`config.mk`:
```
export PLATFORM = sky130hd
export DESIGN_NAME = hex_scan_display
export DESIGN_NICKNAME = d
export VERILOG_FILES = /design/src/rtl/hex_scan_display_pkg.sv /design/src/rtl/hex_scan_display_seg7_decode.sv /design/src/rtl/hex_scan_display.sv
export SDC_FILE = /design/constraint.sdc
export NUM_CORES = 1
export LEC_CHECK = 0
export CORE_ASPECT_RATIO = 1.2
export CORE_UTILIZATION = 45
export DETAILED_ROUTE_END_ITERATION = 12
export PLACE_DENSITY = 0.74
export SYNTH_ARGS = -nofsm -noshare
export SYNTH_HDL_FRONTEND = slang
export SYNTH_SLANG_ARGS = --single-unit
```
`constraint.sdc`:
```
create_clock -name clock -period 3.6 [get_ports clock]
set_input_delay 0.72 -clock clock [delete_from_list [all_inputs] [get_ports clock]]
set_output_delay 0.72 -clock clock [all_outputs]
set_load 0.05 [all_outputs]
```
`src/rtl/hex_scan_display_pkg.sv`:
```
// Shared constants for the hex scan display: segment bit order, active-low
// hex glyphs (0-F with lowercase b and d) and the blank pattern.
package hex_scan_display_pkg;

    localparam int SEG_WIDTH = 7;

    typedef logic [SEG_WIDTH-1:0] seg_t;

    // Bit position of each segment on the seg_n bus.
    typedef enum int unsigned {
        SEG_A = 0,
        SEG_B = 1,
        SEG_C = 2,
        SEG_D = 3,
        SEG_E = 4,
        SEG_F = 5,
        SEG_G = 6
    } seg_bit_e;

    localparam seg_t SEG_BLANK = 7'h7F;

    // Active-low glyphs, bit0 = a ... bit6 = g.
    localparam seg_t GLYPH_0 = 7'h40;
    localparam seg_t GLYPH_1 = 7'h79;
    localparam seg_t GLYPH_2 = 7'h24;
    localparam seg_t GLYPH_3 = 7'h30;
    localparam seg_t GLYPH_4 = 7'h19;
    localparam seg_t GLYPH_5 = 7'h12;
    localparam seg_t GLYPH_6 = 7'h02;
    localparam seg_t GLYPH_7 = 7'h78;
    localparam seg_t GLYPH_8 = 7'h00;
    localparam seg_t GLYPH_9 = 7'h10;
    localparam seg_t GLYPH_A = 7'h08;
    localparam seg_t GLYPH_B = 7'h03;
    localparam seg_t GLYPH_C = 7'h46;
    localparam seg_t GLYPH_D = 7'h21;
    localparam seg_t GLYPH_E = 7'h06;
    localparam seg_t GLYPH_F = 7'h0E;

endpackage

```
`src/rtl/hex_scan_display_seg7_decode.sv`:
```
// Combinational hex nibble to active-low seven-segment decoder.
module seg7_decode
    import hex_scan_display_pkg::*;
(
    input  logic [3:0]           nibble,
    output logic [SEG_WIDTH-1:0] seg_n
);

    always_comb begin
        // NOTE: default assigned first so every path drives seg_n and no latch is inferred.
        seg_n = SEG_BLANK;
        case (nibble)
            4'h0: seg_n = GLYPH_0;
            4'h1: seg_n = GLYPH_1;
            4'h2: seg_n = GLYPH_2;
            4'h3: seg_n = GLYPH_3;
            4'h4: seg_n = GLYPH_4;
            4'h5: seg_n = GLYPH_5;
            4'h6: seg_n = GLYPH_6;
            4'h7: seg_n = GLYPH_7;
            4'h8: seg_n = GLYPH_8;
            4'h9: seg_n = GLYPH_9;
            4'hA: seg_n = GLYPH_A;
            4'hB: seg_n = GLYPH_B;
            4'hC: seg_n = GLYPH_C;
            4'hD: seg_n = GLYPH_D;
            4'hE: seg_n = GLYPH_E;
            4'hF: seg_n = GLYPH_F;
            default: seg_n = SEG_BLANK;
        endcase
    end

endmodule

```
`src/rtl/hex_scan_display.sv`:
```
// Multiplexed seven-segment scan driver; new words are adopted only at frame wraps.
// Optional leading-zero blanking is enabled by defining HEX_SCAN_LZB_EN.
module hex_scan_display
    import hex_scan_display_pkg::*;
#(
    parameter int DIGITS   = 8,
    parameter int PRESCALE = 50000
)(
    input  logic                 clock,
    input  logic                 resetn,
    input  logic                 wr_en,
    input  logic [31:0]          wr_data,
    output logic [DIGITS-1:0]    an_n,
    output logic [SEG_WIDTH-1:0] seg_n,
    output logic                 frame_tick,
    output logic [31:0]          shown
);

    localparam int PW = $clog2(PRESCALE);
    localparam int IW = $clog2(DIGITS);
    localparam logic [PW-1:0] PCNT_MAX = PW'(PRESCALE - 1);
    localparam logic [IW-1:0] IDX_MAX  = IW'(DIGITS - 1);

    logic [PW-1:0]        pcnt;
    logic [IW-1:0]        idx;
    logic [31:0]          pend;
    logic                 pend_v;
    logic                 digit_tick;
    logic                 frame_wrap;
    logic [3:0]           nibble;
    logic [SEG_WIDTH-1:0] glyph_seg;
    logic [DIGITS-1:0]    digit_onehot;
    logic                 blank;

    assign digit_tick   = (pcnt == PCNT_MAX);
    assign frame_wrap   = digit_tick && (idx == IDX_MAX);
    assign nibble       = shown[{idx, 2'b00} +: 4];
    assign digit_onehot = {{(DIGITS-1){1'b0}}, 1'b1} << idx;

    // NOTE: state uses non-blocking assignments so all flops update from pre-edge values.
    always_ff @(posedge clock or negedge resetn) begin
        if (!resetn) begin
            pcnt <= '0;
            idx  <= '0;
        end else if (digit_tick) begin
            pcnt <= '0;
            idx  <= (idx == IDX_MAX) ? '0 : idx + 1'b1;
        end else begin
            pcnt <= pcnt + 1'b1;
        end
    end

    always_ff @(posedge clock or negedge resetn) begin
        if (!resetn) begin
            frame_tick <= 1'b0;
        end else begin
            frame_tick <= frame_wrap;
        end
    end

    // A write landing on the wrap cycle bypasses pend so it shows without an extra frame.
    always_ff @(posedge clock or negedge resetn) begin
        if (!resetn) begin
            pend   <= '0;
            pend_v <= 1'b0;
            shown  <= '0;
        end else begin
            if (wr_en) begin
                pend <= wr_data;
            end
            if (frame_wrap) begin
                pend_v <= 1'b0;
                if (wr_en) begin
                    shown <= wr_data;
                end else if (pend_v) begin
                    shown <= pend;
                end
            end else if (wr_en) begin
                pend_v <= 1'b1;
            end
        end
    end

    seg7_decode u_decode (
        .nibble (nibble),
        .seg_n  (glyph_seg)
    );

`ifdef HEX_SCAN_LZB_EN
    logic [31:0] upper_bits;

    // Blank when this nibble and every higher nibble of shown are zero.
    assign upper_bits = shown >> {idx, 2'b00};
    assign blank      = (idx != '0) && (upper_bits == '0);
`else
    assign blank = 1'b0;
`endif

    always_ff @(posedge clock or negedge resetn) begin
        if (!resetn) begin
            an_n  <= '1;
            seg_n <= SEG_BLANK;
        end else if (blank) begin
            an_n  <= '1;
            seg_n <= SEG_BLANK;
        end else begin
            an_n  <= ~digit_onehot;
            seg_n <= glyph_seg;
        end
    end

endmodule

```
Word-level counts from Yosys, hierarchy flattened
Memory sizes are Yosys's and may differ from the RTL's. A register that Yosys moved wholly into a read port is not among the register bits.
Index checks and enable logic that the tools add are counted.
{ "op_classes": {"addsub": 2, "n_eq_ne": 2, "n_shift": 2, "muxes": 6, "n_bitwise": 1, "n_reduce_logical": 5} }
{ "op_table": {"columns": ["op", "count"], "rows": [
  ["32-bit two-way mux", 2],
  ["32-bit by 6-bit variable part select with 4-bit output", 1],
  ["16-bit by 1-bit adder with 16-bit output, second input constant", 1],
  ["16-bit == test, second input constant", 1],
  ["16-bit two-way mux", 1],
  ["8-bit inverter", 1],
  ["1-bit by 3-bit << shifter with 8-bit output, first input constant", 1],
  ["2-bit nonzero test", 2],
  ["3-bit by 1-bit adder with 3-bit output, second input constant", 1],
  ["3-bit == test, second input constant", 1],
  ["3-bit two-way mux", 1],
  ["1-bit two-way mux", 2],
  ["2-bit AND reduction", 1],
  ["1-bit logical AND", 1],
  ["1-bit zero test", 1]
]} }
{ "totals": {"ff_bits": 93, "rom_bits": 112, "in_bits": 35, "output_inout_bits": 48, "memories": 1} }
{ "memory_table": {"columns": ["name", "words", "word_bits", "rd", "rd_ports_with_merged_regs", "write_ports", "line", "source"], "rows": [
  ["(name not given)", 16, 7, 1, 1, 0, "hex_scan_display_seg7_decode.sv:12", "case (nibble)"]
]} }

Depth between registers and ports, before layout
Gate-level depths: netlist of the first run.
{ "depth": {"ltp_word": 3, "depth_mapped": 8, "mapped_depth_nobuf": 7} }

Cells and area by module
Synthesis of the first run repeated with hierarchy kept, for this count alone.
{ "hier_totals": {"cells_unflattened": 306, "hier_area_um2": 4361.7} }
{ "by_module_without_submodules": {"columns": ["module", "n_inst", "cells_each", "area_each_um2", "seq_area_each_um2"], "rows": [
  ["hex_scan_display", 1, 274, 4086.4, 2521.2],
  ["seg7_decode", 1, 32, 275.3, 0.0]
]} }

Worst setup path after synthesis of the first run
No wires, ideal clock.
{ "synth_path": {"kind": "register to register", "start": "register idx[0]", "end": "register seg_n[0]", "arrival_time_ps": 2187, "path_slack_ps": 1331, "stages_incl_launch_ff": 8, "n_path_buf": 1, "cell_sequence": "dfrtp_1 buf_2 mux4_2 mux2i_1 inv_1 ha_1 and3_1 a211o_1"} }
{ "synth_via": {"elab_chain_cells": 1} }
{ "synth_rtl": {"columns": ["element", "line", "source"], "rows": [
  ["start, declared", "hex_scan_display.sv:25", "logic [IW-1:0] idx;"],
  ["start signal, assigned", "hex_scan_display.sv:47", "idx <= (idx == IDX_MAX) ? '0 : idx + 1'b1;"],
  ["32-bit by 6-bit variable part select with 4-bit output", "hex_scan_display.sv:37", "assign nibble = shown[{idx, 2'b00} +: 4];"],
  ["end, declared", "hex_scan_display.sv:14", "output logic [SEG_WIDTH-1:0] seg_n,"]
]} }
Every way passes these cells.
A chain may end at the register's enable or synchronous reset.

Worst setup path after layout of the first run
{ "layout_path": {"start": "register pcnt[0]", "end": "register shown[15]"} }
{ "layout_via": {"elab_chain_cells": 3} }
{ "layout_rtl": {"columns": ["element", "line", "source"], "rows": [
  ["start, declared", "hex_scan_display.sv:24", "logic [PW-1:0] pcnt;"],
  ["start signal, assigned", "hex_scan_display.sv:49", "pcnt <= pcnt + 1'b1;"],
  ["16-bit == test", "hex_scan_display.sv:35", "assign digit_tick = (pcnt == PCNT_MAX);"],
  ["1-bit logical AND", "hex_scan_display.sv:36", "assign frame_wrap = digit_tick && (idx == IDX_MAX);"],
  ["2-bit AND reduction (no source line)", null, null],
  ["end signal, assigned", "hex_scan_display.sv:74", "shown <= wr_data;"],
  ["end signal, assigned", "hex_scan_display.sv:76", "shown <= pend;"],
  ["end, declared", "hex_scan_display.sv:16", "output logic [31:0] shown"]
]} }
Every way passes these cells.

==> results.cfg, run 1 <==
[outcome]
outcome = finished, final reports clean

[drt]
wl_um = 8810
viasPerCell = 5.14
vias = 2656
drc = 0
drtAntennaViolNets = 0
drt_iter0_markers = 89
post_drt_wl_per_cell_um = 17.0
drt_first_pass_iters = 4

[pwr]
p_int_uw = 1930
pwr-share-comb_pct = 10.9
pwr-share-seq_pct = 47.7
clkPwrFrac_pct = 41.5
finalPower_uw = 2530
switchingPower_uw = 601
power_density_mw_per_mm2 = 439
p_leak_uw = 0.00261
swShare_pct = 23.7
max-vdd-ir-drop_v = 0.000235

[critical_path]
critPathCaptureType = flop
start_kind = flop
r2r_start = pcnt[0]
crit_end = shown[15]
crit_chain = ha_1 > and3_1 > nand4_2 > or3_2 > mux2_4
reg2reg_depth = 5
crit_arrival_ns = 2.93
reg2reg_to = shown[15]
rrSetupSlack_ns = 0.89
cp-startpoint = pcnt[0]
crit_path_max_fanout = 32
slowest_stage = or3_2
max_stage_delay_ns = 0.96
worstSetupPathType = flop to flop
cp_data_required_time_ns = 3.82

[finish]
layout-drive-gt1-share_pct = 31.5
fillers = 757
postLayoutCellArea_sq_mm = 0.00576
nets = 437
final_util_pct = 59.6
antenna_cells = 0
syn_to_final_growth_pct = 26.6

[clock_tree]
cts_tree = yes
postCtsSetupBuffers = 0
clk_path_buf_depth = 2
clkSinkCount = 100
cts_made_buffers = 9
worstSkewPairLatency_ns = 0.34
h-tree-depth = 3
cts_hold_buf = 0
clock-root-buffer = clkbuf_16
clkTransAtPathRegs_ns = 0.07
cts_resized = 0

[synth]
synth_flop_cell = dfrtp_1
synth_area_leader_cell = dfrtp_1
yosysTopAreaCellShare_pct = 46.7
avgSynthCellArea_sq_um = 15.0
synth_cells = 303
yosys_register_bits = 100
synthArstFlopShare_pct = 100
ys.warnings.count = 0
seq_area_frac_synth_pct = 55.4
synth-edff-count = 0
synthTopCellsByArea = dfrtp_1 (47%), mux2_4 (9.9%), mux2_2 (9.2%), dfstp_2 (8.7%), mux4_2 (4.0%)
syn_area_sq_mm = 0.00455
synth_cell_type_count = 41
syn_nets = 351

[global_route]
grt_max_degree = 84
grt_pass1_wl_um = 14700
antenna_found_initial = 0
grt_usage_pct = 18.3
grt-ovfl-total = 0
grt_pass1_vias = 2779

[sta]
fin_crit_sh_pct = 75.2
timing.fmax_mhz = 369
min_period_ns = 2.71
tns_ns = 0
clock_skew_ns = 0.00931
hold_viol = 0
setup_viol = 0
rsz0062_at_grt = no
timing.final.ws_setup_ns = 0.893
drv_slew = 0
relSlewSlack_pct = 28.3
worstMarginPinSlew_ns = 1.08

[placed_design]
dp_hpwl_um = 6160
place.gp.congestion = 0.809
place_area_sq_mm = 0.00543
io_buffers = 82
place_ws_ns = 0.933

[floorplanning]
die_area_sq_mm = 0.0105
ios = 83
die_w_um = 93.8
rows = 39
die_h_um = 112
core_area_sq_mm = 0.00966
initial_core_util_pct = 47.1

[job]
drv_cap = 0

[min_path]
hold_path.class = flop to flop
==> power by group through the flow <==
stage	Sequential (uW)	Clock, uW	Combinational, uW
3_3_place_gp	1230	0	272
6_report	1210	1050	275
2_1_floorplan	1290	0	97.5
3_5_place_dp	1230	0	278
4_1_cts	1210	1070	280
5_1_grt	1210	1110	296
==> cell type report <==
cell class | count | area [sq um] | share of cell area (%)
Clock inverter | 7 | 105 | 1.82
Inverter | 10 | 37.5 | 0.651
Timing Repair Buffer | 87 | 851 | 14.8
Clock buffer | 9 | 225 | 3.91
Tap cell | 123 | 154 | 2.67
Multi-Input combinational cell | 181 | 1870 | 32.4
Sequential cell | 100 | 2520 | 43.7
==> Yosys cell counts, types with 2 or more instances <==
master     n
dfrtp_1   85
nand3_1    7
nor2_1    10
and3_1     4
mux2i_4    2
nand2_1   15
dfstp_2   15
mux2_2    37
clkbuf_1   2
inv_1      9
o21ai_0    7
a21oi_1    2
and4bb_2   2
mux2i_1    7
xor2_1     8
mux2_4    30
ha_1      13
and2_1     2
buf_6      2
buf_4      4
mux4_2     8
and4_1     4
nor4b_1    2
buf_12     3
or3_1      4
xnor2_1    4
==> metrics by stage <==
step                instances  hold slack (ns)
global route              517            0.484
detailed placement        501            0.455
global placement          501            0.435
floorplan                 303            0.424
CTS                       517            0.462
finish                    517            0.472
==> critical path: cells and delay by family (launching register included) <==
kind	cells	cell delay, ns
flops	1	0.38
simple gates	3	1.45
mux	1	0.45
fa+ha+maj	1	0.29
==> per-layer routing <==
metal / wire [um] / global-route usage (%) / vias up
met3: 407 / 3.05 / 13
met4: 185 / 7.18 / 0
li1: - / - / 1244
met5: 0 / 0 / -
met2: 4150 / 28.1 / 78
met1: 4070 / 25.9 / 1321
==> cell families after synthesis <==
family          share of synthesized area (%)
xor+xnor                                 2.31
fa+ha+maj                                3.57
compound gates                           2.06
buf+inv                                  3.57
flops                                    55.4
simple gates                             7.56
mux                                      25.5
==> worst min path at each step <==
stage,start,endpoint,slack [ns],cells after the start
6_report,pcnt[0],pcnt[0],0.47,1
5_1_grt,pcnt[0],pcnt[0],0.48,1
4_1_cts,pcnt[0],pcnt[0],0.46,1
3_5_place_dp,pcnt[0],pcnt[0],0.45,1
3_3_place_gp,pcnt[0],pcnt[0],0.43,1
2_1_floorplan,resetn,frame_tick,0.42,0
==> cells in the final DEF (no fill, tap or decap), types with 3 or more instances in the layout <==
cell type / instances
dfstp_2: 15
nor2_1: 10
xor2_1: 8
mux4_2: 8
o21ai_0: 7
mux2_2: 37
mux2_4: 30
and4_1: 4
buf_4: 6
nand2_1: 15
mux2i_1: 7
ha_1: 13
xnor2_1: 4
clkdlybuf4s50_1: 80
and3_1: 4
clkbuf_16: 9
inv_1: 9
or3_1: 3
nand3_1: 7
dfrtp_1: 85
==> state kept, by name, indices dropped and copies added (netlist names) <==
register    flops
an_n            8
frame_tick      1
idx             3
pcnt           16
pend           32
pend_v          1
seg_n           7
shown          32
Power figures use the tool's default switching activity.
==> run 2, diff against run 1 <==
clock period = 2.78 ns   (was 3.6 ns; I/O delays follow)
==> results.cfg, run 2 (synthesis gave the netlist of run 1 again) <==
[clock_tree]
cts_hold_buf = 0
cts_tree = yes
worstSkewPairLatency_ns = 0.34
clkSinkCount = 100
postCtsSetupBuffers = 0
clock-root-buffer = clkbuf_16
cts_resized = 0
h-tree-depth = 3
clkTransAtPathRegs_ns = 0.07
cts_made_buffers = 9
clk_path_buf_depth = 2

[critical_path]
r2r_start = pcnt[0]
reg2reg_to = shown[2]
rrSetupSlack_ns = 0.36
reg2reg_depth = 6
cp_data_required_time_ns = 3.01
critPathCaptureType = flop
crit_arrival_ns = 2.65
worstSetupPathType = flop to flop
cp-startpoint = pcnt[0]
start_kind = flop
crit_path_max_fanout = 24
crit_end = shown[2]

[pwr]
pwr-share-comb_pct = 11.5
pwr-share-seq_pct = 49.9
power_density_mw_per_mm2 = 543
clkPwrFrac_pct = 38.5
max-vdd-ir-drop_v = 0.000316
swShare_pct = 25.6
switchingPower_uw = 799
p_int_uw = 2330
p_leak_uw = 0.00261

[floorplanning]
core_area_sq_mm = 0.00966
die_w_um = 93.8
die_area_sq_mm = 0.0105
initial_core_util_pct = 47.1
die_h_um = 112
rows = 39
ios = 83

[global_route]
grt_pass1_vias = 2811
grt_pass1_wl_um = 14600
grt_max_degree = 53
grt-ovfl-total = 0
grt_usage_pct = 18.5
antenna_found_initial = 0

[finish]
final_common_cell = dfrtp_1
fillers = 767
layout-drive-gt1-share_pct = 31.8
final_cell_mix = dfrtp_1 (85), clkdlybuf4s50_1 (80), mux2_2 (37)
reg_top3 = pend x32, shown x32, pcnt x16
nets = 439
syn_to_final_growth_pct = 26.6
antenna_cells = 0
postLayoutCellArea_sq_mm = 0.00576

[outcome]
outcome = finished, final reports clean

[sta]
setup_viol = 0
rsz0062_at_grt = no
timing.fmax_mhz = 413
fin_crit_sh_pct = 87.0
min_period_ns = 2.42
hold_viol = 0
clock_skew_ns = 0.00883
tns_ns = 0
worstMarginPinSlew_ns = 0.611
drv_slew = 0
relSlewSlack_pct = 59.3

[placed_design]
place_area_sq_mm = 0.00547
place.gp.congestion = 0.859
dp_hpwl_um = 6340
io_buffers = 82

[drt]
drtAntennaViolNets = 0
drt_iter0_markers = 110
vias = 2723
wl_um = 8730
viasPerCell = 5.25
drt_first_pass_iters = 4
drc = 0
post_drt_wl_per_cell_um = 16.8

[job]
drv_cap = 0

[min_path]
hold_path.class = primary input to asynchronous set/reset pin
run 2: cell count changes in the layout (fill, tap and decap cells not counted), sizes merged:
cell,before,now
bufinv,2,0
buf,7,9
inv,13,14
clkinv,1,2
run 2: power by group through the flow:
stage | Clock (uW) | Combinational, uW | Sequential, uW
detailed placement | 0 | 365 | 1590
finish | 1210 | 360 | 1560
global route | 1290 | 386 | 1570
CTS | 1230 | 366 | 1560
floorplan | 0 | 126 | 1670
global placement | 0 | 357 | 1580
run 2: final cells by class:
type,instances,area (sq um),share of cell area [%]
clock buffers,9,225,3.91
clock inverters,7,65.1,1.13
inverters,10,37.5,0.651
multi-input cells,181,1870,32.4
flip-flops and latches,100,2520,43.7
well taps,123,154,2.67
repair buffers,89,891,15.5
run 2: stage by stage:
stage	hold WS [ns]	cells	utilization (%)	setup WS, ns	total power (uW)
finish	0.215	519	59.6	0.360	3130
global route	0.258	519	59.6	0.215	3250
CTS	0.244	519	59.6	0.360	3160
detailed placement	0.443	503	56.6	0.377	1950
global placement	0.438	503	56.6	0.439	1940
floorplan	0.260	303	-	0.511	1790
run 2: critical path, stage by stage (launching register included):
cell and delay [ns]:
dfrtp_1 0.37, ha_1 0.25, and3_1 0.27, nand4_2 0.18
or3_2 0.67, buf_12 0.26, mux2_4 0.31
run 2: how the worst min path moves through the flow:
stage	cells past startpoint	end	slack [ns]	start
global route	1	pcnt[3]	0.26	resetn
CTS	1	pend_v	0.24	resetn
global placement	1	pcnt[0]	0.44	pcnt[0]
finish	1	pcnt[3]	0.22	resetn
floorplan	0	frame_tick	0.26	resetn
detailed placement	1	pcnt[0]	0.44	pcnt[0]
run 2: routing by layer:
layer / GRT usage (%) / wire (um) / part of all wire (%) / vias to the layer above
li1: - / - / - / 1252
met1: 25.7 / 4060 / 47 / 1384
met2: 27.5 / 4090 / 47 / 68
met3: 3.59 / 317 / 3.6 / 19
met4: 9.33 / 265 / 3.0 / 0
met5: 0 / 0 / 0 / -
==> run 3, diff against run 2 <==
CELL_PAD_IN_SITES_DETAIL_PLACEMENT = 2   (was unset)
CELL_PAD_IN_SITES_GLOBAL_PLACEMENT = 2   (was unset)
CORE_ASPECT_RATIO = 0.8   (was 1.2)
CORE_UTILIZATION = 37   (was 45)
PLACE_DENSITY = 0.84   (was 0.74)
==> results.cfg, run 3 (synthesis gave the netlist of run 1 again) <==
[finish]
layout-drive-gt1-share_pct = 31.4
fillers = 1110
nets = 441
final_cell_mix = dfrtp_1 (85), clkdlybuf4s50_1 (81), mux2_2 (37)
syn_to_final_growth_pct = 26.7
final_util_pct = 49.1
final_common_cell = dfrtp_1
postLayoutCellArea_sq_mm = 0.00577
final_cells = 543
reg_top3 = pend x32, shown x32, pcnt x16
antenna_cells = 0

[floorplanning]
rows = 35
ios = 83
die_h_um = 101
die_area_sq_mm = 0.0128
core_area_sq_mm = 0.0117
initial_core_util_pct = 38.8
die_w_um = 126

[drt]
drtAntennaViolNets = 0
wl_met2_um = 5470
drc = 0
wl_met3_um = 548
wl_um = 11100
vias = 2778
top_layer = met4
post_drt_wl_per_cell_um = 20.5
viasPerCell = 5.12
drt_iter0_markers = 86
wl_met1_um = 4980
drt_first_pass_iters = 4

[critical_path]
reg2reg_depth = 6
slowest_stage = or3_2
crit_end = shown[16]
crit_arrival_ns = 2.69
cp.buffers_inverters = 1
cp_data_required_time_ns = 3.01
cp.depth = 6
crit_family = simple AND/OR/NAND/NOR gates
rrSetupSlack_ns = 0.32
crit_path_max_fanout = 32
start_kind = flop
worstSetupPathType = flop to flop
max_stage_delay_ns = 0.50
r2r_start = pcnt[0]
reg2reg_to = shown[16]
crit_chain = ha_1 > and3_1 > nand4_2 > or3_2 > buf_4 > mux2_4
critPathCaptureType = flop
cp-startpoint = pcnt[0]

[sta]
worstMarginPinSlew_ns = 0.614
whs_ns = 0.259
fin_crit_sh_pct = 88.4
drv_slew = 0
setup_viol = 0
rsz0062_at_grt = no
clock_skew_ns = 0.0123
hold_viol = 0
tns_ns = 0
relSlewSlack_pct = 59.1
timing.fmax_mhz = 407
min_period_ns = 2.46

[clock_tree]
cts_made_buffers = 9
cts_resized = 0
postCtsSetupBuffers = 0
clock-root-buffer = clkbuf_16
clkTransAtPathRegs_ns = 0.07
h-tree-depth = 3
clk_path_buf_depth = 2
cts_tree = yes
clkSinkCount = 100
cts_hold_buf = 0
worstSkewPairLatency_ns = 0.35

[job]
drv_cap = 0

[pwr]
p_leak_uw = 0.00260
power_density_mw_per_mm2 = 530
max-vdd-ir-drop_v = 0.000297

[placed_design]
post-place-cells = 530
dp_hpwl_um = 8000
place_area_sq_mm = 0.00551
io_buffers = 82
place.gp.congestion = 0.821

[global_route]
grt_usage_pct = 19.6
grt_max_degree = 101
antenna_found_initial = 0
grt_pass1_wl_um = 18400
grt-ovfl-total = 0
grt_pass1_vias = 3149

[min_path]
hold_path.class = primary input to asynchronous set/reset pin

[outcome]
outcome = finished, final reports clean
[run 3: cell types whose count changed in the layout (fill, tap and decap cells not counted), sizes merged]
| cell | previous run | this run |
|---|---|---|
| clkinv | 2 | 1 |
| clkinvlp | 1 | 2 |
| inv | 14 | 11 |
| buf | 9 | 10 |
| clkdlybuf4s50 | 80 | 81 |
[run 3: how the worst min path moves through the flow]
stage	from	end	slack, ns
after floorplan	resetn	frame_tick	0.26
after global placement	pcnt[0]	pcnt[0]	0.44
after detailed placement	pcnt[0]	pcnt[0]	0.47
after CTS	resetn	pcnt[13]	0.29
after global routing	resetn	pcnt[12]	0.30
final	resetn	pcnt[12]	0.26
[run 3: power breakdown]
group | leakage [uW] | internal, uW | switching, uW
combinational | 0.00124 | 171 | 198
clock | 0.000120 | 593 | 530
sequential | 0.00124 | 1530 | 32.7
total | 0.00260 | 2290 | 760
[run 3: cell type report]
class,instances,area (sq um),share of cell area [%]
sequential,100,2520,43.7
multi-input combinational,181,1870,32.4
timing repair buffer,91,898,15.6
clock buffer,9,225,3.91
tap,148,185,3.21
inverter,10,37.5,0.651
clock inverter,4,28.8,0.499
[run 3: per-layer routing]
layer,vias to the layer above,global-route usage [%]
li1,1244,-
met2,60,32.9
met4,0,5.00
met3,8,5.71
met1,1466,25.0
met5,-,0
[run 3: stage by stage]
stage	power, uW	setup WS, ns
floorplan	1790	0.511
global placement	1950	0.412
detailed placement	1960	0.352
CTS	3100	0.354
global route	3170	0.230
finish	3050	0.323
